File: config.mk
export PLATFORM = sky130hd
export DESIGN_NAME = rr_arbiter8_flat
export DESIGN_NICKNAME = d
export VERILOG_FILES = /design/src/rtl/arb_pkg.sv /design/src/rtl/rr_arbiter8_if.sv /design/src/rtl/encoder_8to3.sv /design/src/rtl/rr_pick8.sv /design/src/rtl/rr_arbiter8.sv /design/src/flat_wrapper.sv
export SDC_FILE = /design/constraint.sdc
export NUM_CORES = 1
export LEC_CHECK = 0
export CAP_MARGIN = 5
export CORE_ASPECT_RATIO = 1.2
export CORE_MARGIN = 5
export CORE_UTILIZATION = 54
export CTS_CLUSTER_DIAMETER = 100
export DETAILED_ROUTE_END_ITERATION = 10
export PLACE_DENSITY = 0.75
export SYNTH_ARGS = -nofsm -noshare
export SYNTH_HDL_FRONTEND = slang
export SYNTH_HIERARCHICAL = 1
export SYNTH_SLANG_ARGS = --single-unit
File: constraint.sdc
create_clock -name clk -period 5 [get_ports clk]
set_input_delay 1.25 -clock clk [delete_from_list [all_inputs] [get_ports clk]]
set_output_delay 1.25 -clock clk [all_outputs]
set_load 0.01 [all_outputs]
File: src/rtl/arb_pkg.sv
// Shared constants and state encoding for the eight-way round-robin arbiter.
package arb_pkg;

    localparam int unsigned N_REQ = 8;
    localparam int unsigned IDX_W = 3;

    typedef enum logic {
        ARB_IDLE  = 1'b0,
        ARB_GRANT = 1'b1
    } arb_state_e;

endpackage

File: src/rtl/rr_arbiter8_if.sv
// Request/grant bundle between the requesting agents and the arbiter.
interface rr_arbiter8_if;
    import arb_pkg::*;

    logic [N_REQ-1:0] req;
    logic [N_REQ-1:0] gnt;
    logic [IDX_W-1:0] gnt_idx;
    logic             gnt_valid;

    modport master (output req, input gnt, input gnt_idx, input gnt_valid);
    modport slave  (input req, output gnt, output gnt_idx, output gnt_valid);

endinterface

File: src/rtl/encoder_8to3.sv
// One-hot to binary encoder; an all-zero input encodes to 0.
module encoder_8to3 (
    input  logic [7:0] in_i,
    output logic [2:0] out_o
);

    always_comb begin
        out_o = 3'd0;
        for (int i = 0; i < 8; i++) begin
            if (in_i[i]) begin
                out_o = out_o | 3'(i);
            end
        end
    end

endmodule

File: src/rtl/rr_pick8.sv
// Combinational round-robin pick: first set bit of v_i searching from p_i upward with wrap.
module rr_pick8 (
    input  logic [7:0] v_i,
    input  logic [2:0] p_i,
    output logic [7:0] sel_o,
    output logic       none_o
);

    logic [7:0] rot;
    logic [7:0] low;

    // Rotate so position p_i lands at bit 0, isolate the lowest set bit, rotate back.
    always_comb begin
        rot = 8'h00;
        for (int i = 0; i < 8; i++) begin
            rot[i] = v_i[3'(i) + p_i];
        end
        low = rot & (~rot + 8'd1);
        sel_o = 8'h00;
        for (int i = 0; i < 8; i++) begin
            sel_o[3'(i) + p_i] = low[i];
        end
        none_o = ~|v_i;
    end

endmodule

File: src/rtl/rr_arbiter8.sv
// Eight-way round-robin arbiter with registered one-hot grant and bounded tenure.
module rr_arbiter8 #(
    parameter int unsigned MAX_HOLD = 16
) (
    input logic         clk,
    input logic         rst,
    rr_arbiter8_if.slave bus
);
    import arb_pkg::*;

    localparam int unsigned HoldW = (MAX_HOLD > 2) ? $clog2(MAX_HOLD) : 1;
    localparam logic [HoldW-1:0] HoldMax = HoldW'(MAX_HOLD - 1);

    arb_state_e       state_q, state_d;
    logic [N_REQ-1:0] gnt_q, gnt_d;
    logic [IDX_W-1:0] gnt_idx_q, gnt_idx_d;
    logic             gnt_valid_q;
    logic [IDX_W-1:0] ptr_q, ptr_d;
    logic [HoldW-1:0] hold_q, hold_d;

    logic [N_REQ-1:0] others;
    logic [N_REQ-1:0] pick_v;
    logic [IDX_W-1:0] pick_p;
    logic [N_REQ-1:0] pick_sel;
    logic             pick_none;
    logic [IDX_W-1:0] k;

    assign k      = gnt_idx_q;
    assign others = bus.req & ~gnt_q;
    assign pick_v = (state_q == ARB_IDLE) ? bus.req : others;
    assign pick_p = (state_q == ARB_IDLE) ? ptr_q : k + 3'd1;

    rr_pick8 u_pick (
        .v_i    (pick_v),
        .p_i    (pick_p),
        .sel_o  (pick_sel),
        .none_o (pick_none)
    );

    always_comb begin
        state_d = state_q;
        gnt_d   = gnt_q;
        ptr_d   = ptr_q;
        hold_d  = hold_q;
        unique case (state_q)
            ARB_IDLE: begin
                if (!pick_none) begin
                    gnt_d   = pick_sel;
                    state_d = ARB_GRANT;
                    hold_d  = '0;
                end
            end
            ARB_GRANT: begin
                if (!bus.req[k]) begin
                    // Release hands over on the same edge, no idle bubble.
                    ptr_d  = k + 3'd1;
                    hold_d = '0;
                    if (!pick_none) begin
                        gnt_d = pick_sel;
                    end else begin
                        gnt_d   = '0;
                        state_d = ARB_IDLE;
                    end
                end else if (pick_none) begin
                    // Sole requester: saturate so it is never preempted.
                    if (hold_q != HoldMax) begin
                        hold_d = hold_q + 1'b1;
                    end
                end else if (hold_q == HoldMax) begin
                    gnt_d  = pick_sel;
                    hold_d = '0;
                    ptr_d  = k + 3'd1;
                end else begin
                    hold_d = hold_q + 1'b1;
                end
            end
            default: begin
                state_d = ARB_IDLE;
                gnt_d   = '0;
            end
        endcase
    end

    encoder_8to3 u_enc (
        .in_i  (gnt_d),
        .out_o (gnt_idx_d)
    );

    always_ff @(posedge clk) begin
        if (rst) begin
            state_q     <= ARB_IDLE;
            gnt_q       <= '0;
            gnt_idx_q   <= '0;
            gnt_valid_q <= 1'b0;
            ptr_q       <= '0;
            hold_q      <= '0;
        end else begin
            state_q     <= state_d;
            gnt_q       <= gnt_d;
            gnt_idx_q   <= gnt_idx_d;
            gnt_valid_q <= |gnt_d;
            ptr_q       <= ptr_d;
            hold_q      <= hold_d;
        end
    end

    assign bus.gnt       = gnt_q;
    assign bus.gnt_idx   = gnt_idx_q;
    assign bus.gnt_valid = gnt_valid_q;

endmodule

File: src/flat_wrapper.sv
// flat-port wrapper written by rule: the top's interface ports become plain ports
module rr_arbiter8_flat import arb_pkg::*;
#(
    parameter int unsigned MAX_HOLD = 16
)
  (clk, rst, bus_req, bus_gnt, bus_gnt_idx, bus_gnt_valid);
  rr_arbiter8_if bus_i ();
  input logic clk;
  input logic rst;
  input wire logic [$bits(bus_i.req)-1:0] bus_req;
  output wire logic [$bits(bus_i.gnt)-1:0] bus_gnt;
  output wire logic [$bits(bus_i.gnt_idx)-1:0] bus_gnt_idx;
  output wire logic [$bits(bus_i.gnt_valid)-1:0] bus_gnt_valid;
  assign bus_i.req = bus_req;
  assign bus_gnt = bus_i.gnt;
  assign bus_gnt_idx = bus_i.gnt_idx;
  assign bus_gnt_valid = bus_i.gnt_valid;
  rr_arbiter8 #(.MAX_HOLD(MAX_HOLD)) u_core (.clk(clk), .rst(rst), .bus(bus_i));
endmodule
==> impl_summary.txt <==
----------------------------------------------------
[Global routing]
  Maximum number of pins on one net before global-route repair ... 34
  Most Crowded Layer GR ... met2
  Routing usage on met3 ... 0.0104
  GRT Resource Usage Total ... 0.237
  Global-route track usage on met2 ... 0.420
  Via count of the first global-routing pass ... 2553
  GR met1 Demand/Resource ... 0.305
  Leftover overflow at the end of global routing ... 0
  Initial antenna violation count ... 0
  Wire length of the first global-routing pass ... 12.2 mm

[Timing]
  Total negative slack for setup checks ... 0 ns
  Final number of setup-violating endpoints ... 0
  Number of hold violations in the final report ... 0
  Final worst path period need ... 4.76 ns
  Post-Route Skew ... 0.00664 ns
  Unrepaired setup endpoints after global routing ... no
  Maximum operating frequency ... 0.210 GHz
  Pins Over Slew Limit ... 0
  Slew @ Worst Pin ... between 1 and 1.5 ns
  Smallest setup slack after layout ... 0.244 ns
  Share of the cycle needed by the critical path after routing ... 0.951
  Rel. slew slack ... 0.284
  WHS ... 0.494 ns

[Worst hold path]
  Startpoint of the lowest-slack hold path ... u_core/hold_q[0]
  Depth of the worst hold-timing path ... 2
  Worst Hold Path EP ... u_core/hold_q[0]
  Worst hold-check path type ... reg -> reg

[Pwr]
  Proportion of power drawn by flip-flops and latches ... 0.115
  PD cells ... 797 mW/mm2
  Switching power total ... approximately 1.2 mW
  Peak VDD IR ... 0.410 mV
  Switching power as a share of total power ... 0.502
  Tot Pwr ... approximately 2.4 mW
  Leak ... 1.19 nW
  P_int ... 1.19 mW
  Comb power frac ... 0.819
  Clock power frac ... 0.066

[Place]
  HPWL after DPL ... ~5.5 mm
  Routability congestion estimate ... 0.908
  Number of port buffers ... 21
  Cell Area, Placed ... 0.00293 mm2
  Post-Place Worst Slack ... 0.0557 ns
  Cell Count Post-Placement ... 380

[Clock tree]
  Root buffer cell ... sky130_fd_sc_hd__clkbuf_8
  Count of buffers added by post-CTS timing repair for setup ... 0
  Clock slew seen by the registers of the worst setup and hold paths ... 0.08 ns
  Number of levels the H-tree was split into ... 1
  Source-to-sink clock delay at the later pin of the worst-skew pair ... between 0.2 and 0.3 ns
  Clock sinks ... 20
  Post-cts hold buffer count ... 0
  Clock tree from TritonCTS ... done
  Maximum clock insertion buffer count ... 2
  Number of buffers created by CTS ... 3
  Total of cells resized after clock tree synthesis ... 0

[Detailed routing]
  Total wire length ... 7.33 mm
  Post-DRT Antenna Nets ... 0
  DRC marker count from the first detailed-route iteration ... 344
  Detail-routed net length per standard cell ... approximately 19 um
  Detailed-route via count ... 2554
  DR vias/cell ... 6.65
  Initial DRT Pass Iterations ... 5
  DRC viols ... 0

[Floorplanning]
  Die Ht ... roughly 86 um
  Total I/O pin count ... 22
  Die Area ... 0.00633 mm2
  Number of placement rows ... 27
  Effective utilization at floorplan ... 0.564
  Core region area ... 0.00463 mm2
  Horizontal die dimension ... 73.5 um

[Critical path]
  Kind of launch point of the worst setup path ... primary input
  Data required time of the critical path ... ~5 ns
  Startpoint of the lowest-slack register-to-register path ... u_core/bus.gnt_idx[1]
  Top cell by count, worst path ... sky130_fd_sc_hd__mux2i_1
  Worst path bufs/invs ... 2
  Worst r2r dst ... u_core/bus.gnt_valid
  Crit path cell chain ... clkdlybuf4s50_1 > a21boi_0 > buf_4 > mux2i_1 > mux4_2 > a22oi_4 > a2111oi_4 > and3_1 > nor4_1 > mux2i_1 > or4_1 > nor3_1 > a22o_1 > a221oi_2
  Worst Path Class, Setup ... in -> reg
  Worst path max stage delay ... between 0.5 and 0.6 ns
  Family with the most delay on the worst path ... simple AND/OR/NAND/NOR gates
  Library cell contributing the largest single delay on the critical path ... sky130_fd_sc_hd__mux4_2
  Nature of the critical path endpoint ... flip-flop
  Biggest fanout along the worst timing path ... 10
  Reg2Reg Depth ... 16
  Setup slack, reg-to-reg ... 0.38 ns
  Arrival time worst endpoint ... 4.88 ns

[Finish]
  Final standard cell count with taps included and fillers excluded ... approximately 380
  Commonest non-fill, non-tap cell in the layout ... sky130_fd_sc_hd__nor2_1
  Post-synthesis to final-layout area growth ... 15.1%
  Design area ... 0.00301 mm2
  Most frequent cells in the layout ... sky130_fd_sc_hd__nor2_1 (37), sky130_fd_sc_hd__nand2_1 (27), sky130_fd_sc_hd__mux2i_1 (25)
  Number of nets in the final layout ... between 300 and 400
  Final core occ ... 0.650
  Total inserted antenna cells ... 0
  Share of post-route cells with drive strength above 1 ... 0.202
  Fill cell total of the finished layout ... about 380

[Job]
  Max Cap Viol ... 0

[Yosys]
  Syn Area/Cell ... 8.65 um2
  Synthesized netlist net count ... between 300 and 400
  Area of the mapped netlist ... 0.00261 mm2
  Synth warnings ... 6
  Synth Instances ... around 300

[Status]
  Run status ... complete, no violations

----------------------------------------------------
how the worst max path moves through the flow:
stage / from / end / slack (ns) / depth (start not counted)
6_report: bus_req[6] / u_core/bus.gnt_valid / 0.24 / 14
4_1_cts: u_core/bus.gnt_idx[1] / u_core/bus.gnt_valid / 0.25 / 16
5_1_grt: u_core/bus.gnt_idx[1] / u_core/bus.gnt_valid / 0.01 / 16
3_5_place_dp: bus_req[3] / u_core/bus.gnt_valid / 0.06 / 13
3_3_place_gp: bus_req[3] / u_core/bus.gnt_idx[2] / 0.13 / 14
2_1_floorplan: u_core/state_q / u_core/bus.gnt_valid / 0.25 / 20
metal layers:
layer	vias up	part of all wire
met1	1207	0.42
met3	20	0.047
met2	122	0.52
li1	1205	-
met4	0	0.022
met5	-	0
flip-flops by register name (all words and copies together), names as in the netlist:
signal and flops:
u_core/ptr_q 3, u_core/bus.gnt_idx 3, u_core/bus.gnt 8, u_core/bus.gnt_valid 1
u_core/hold_q 4, u_core/state_q 1
area by class of cell:
cell class                      count  area [um2]  area share
Tap cell                           58        72.6      0.0241
Inverter                            9        33.8      0.0112
Sequential cell                    20         400       0.133
Clock buffer                        3        41.3      0.0137
Timing Repair Buffer               42         368       0.122
Clock inverter                      1        30.0     0.00999
Multi-Input combinational cell    251        2060       0.685
worst register-to-register path, cell delays in order (launching register included):
cell	delay [ns]
sky130_fd_sc_hd__dfxtp_1	0.48
sky130_fd_sc_hd__ha_1	0.30
sky130_fd_sc_hd__mux2_1	0.32
sky130_fd_sc_hd__inv_1	0.12
sky130_fd_sc_hd__ha_2	0.38
sky130_fd_sc_hd__buf_4	0.29
sky130_fd_sc_hd__mux4_2	0.54
sky130_fd_sc_hd__nand3_1	0.12
sky130_fd_sc_hd__nand4_1	0.16
sky130_fd_sc_hd__a2111oi_4	0.53
sky130_fd_sc_hd__buf_4	0.20
sky130_fd_sc_hd__nor3_1	0.05
sky130_fd_sc_hd__o32ai_1	0.35
sky130_fd_sc_hd__or4_1	0.18
sky130_fd_sc_hd__nor3_1	0.05
sky130_fd_sc_hd__a22o_1	0.21
sky130_fd_sc_hd__a221oi_2	0.26
power by group through the flow:
| stage | Sequential [mW] | Combinational [mW] | Clock [mW] |
|---|---|---|---|
| 3_3_place_gp | 0.277 | 1.89 | 0 |
| 3_5_place_dp | 0.277 | 1.92 | 0 |
| 2_1_floorplan | 0.277 | 1.49 | 0 |
| 6_report | 0.276 | 1.96 | 0.159 |
| 5_1_grt | 0.284 | 2.12 | 0.171 |
| 4_1_cts | 0.275 | 1.93 | 0.161 |
(Power assumes the default switching activity.)
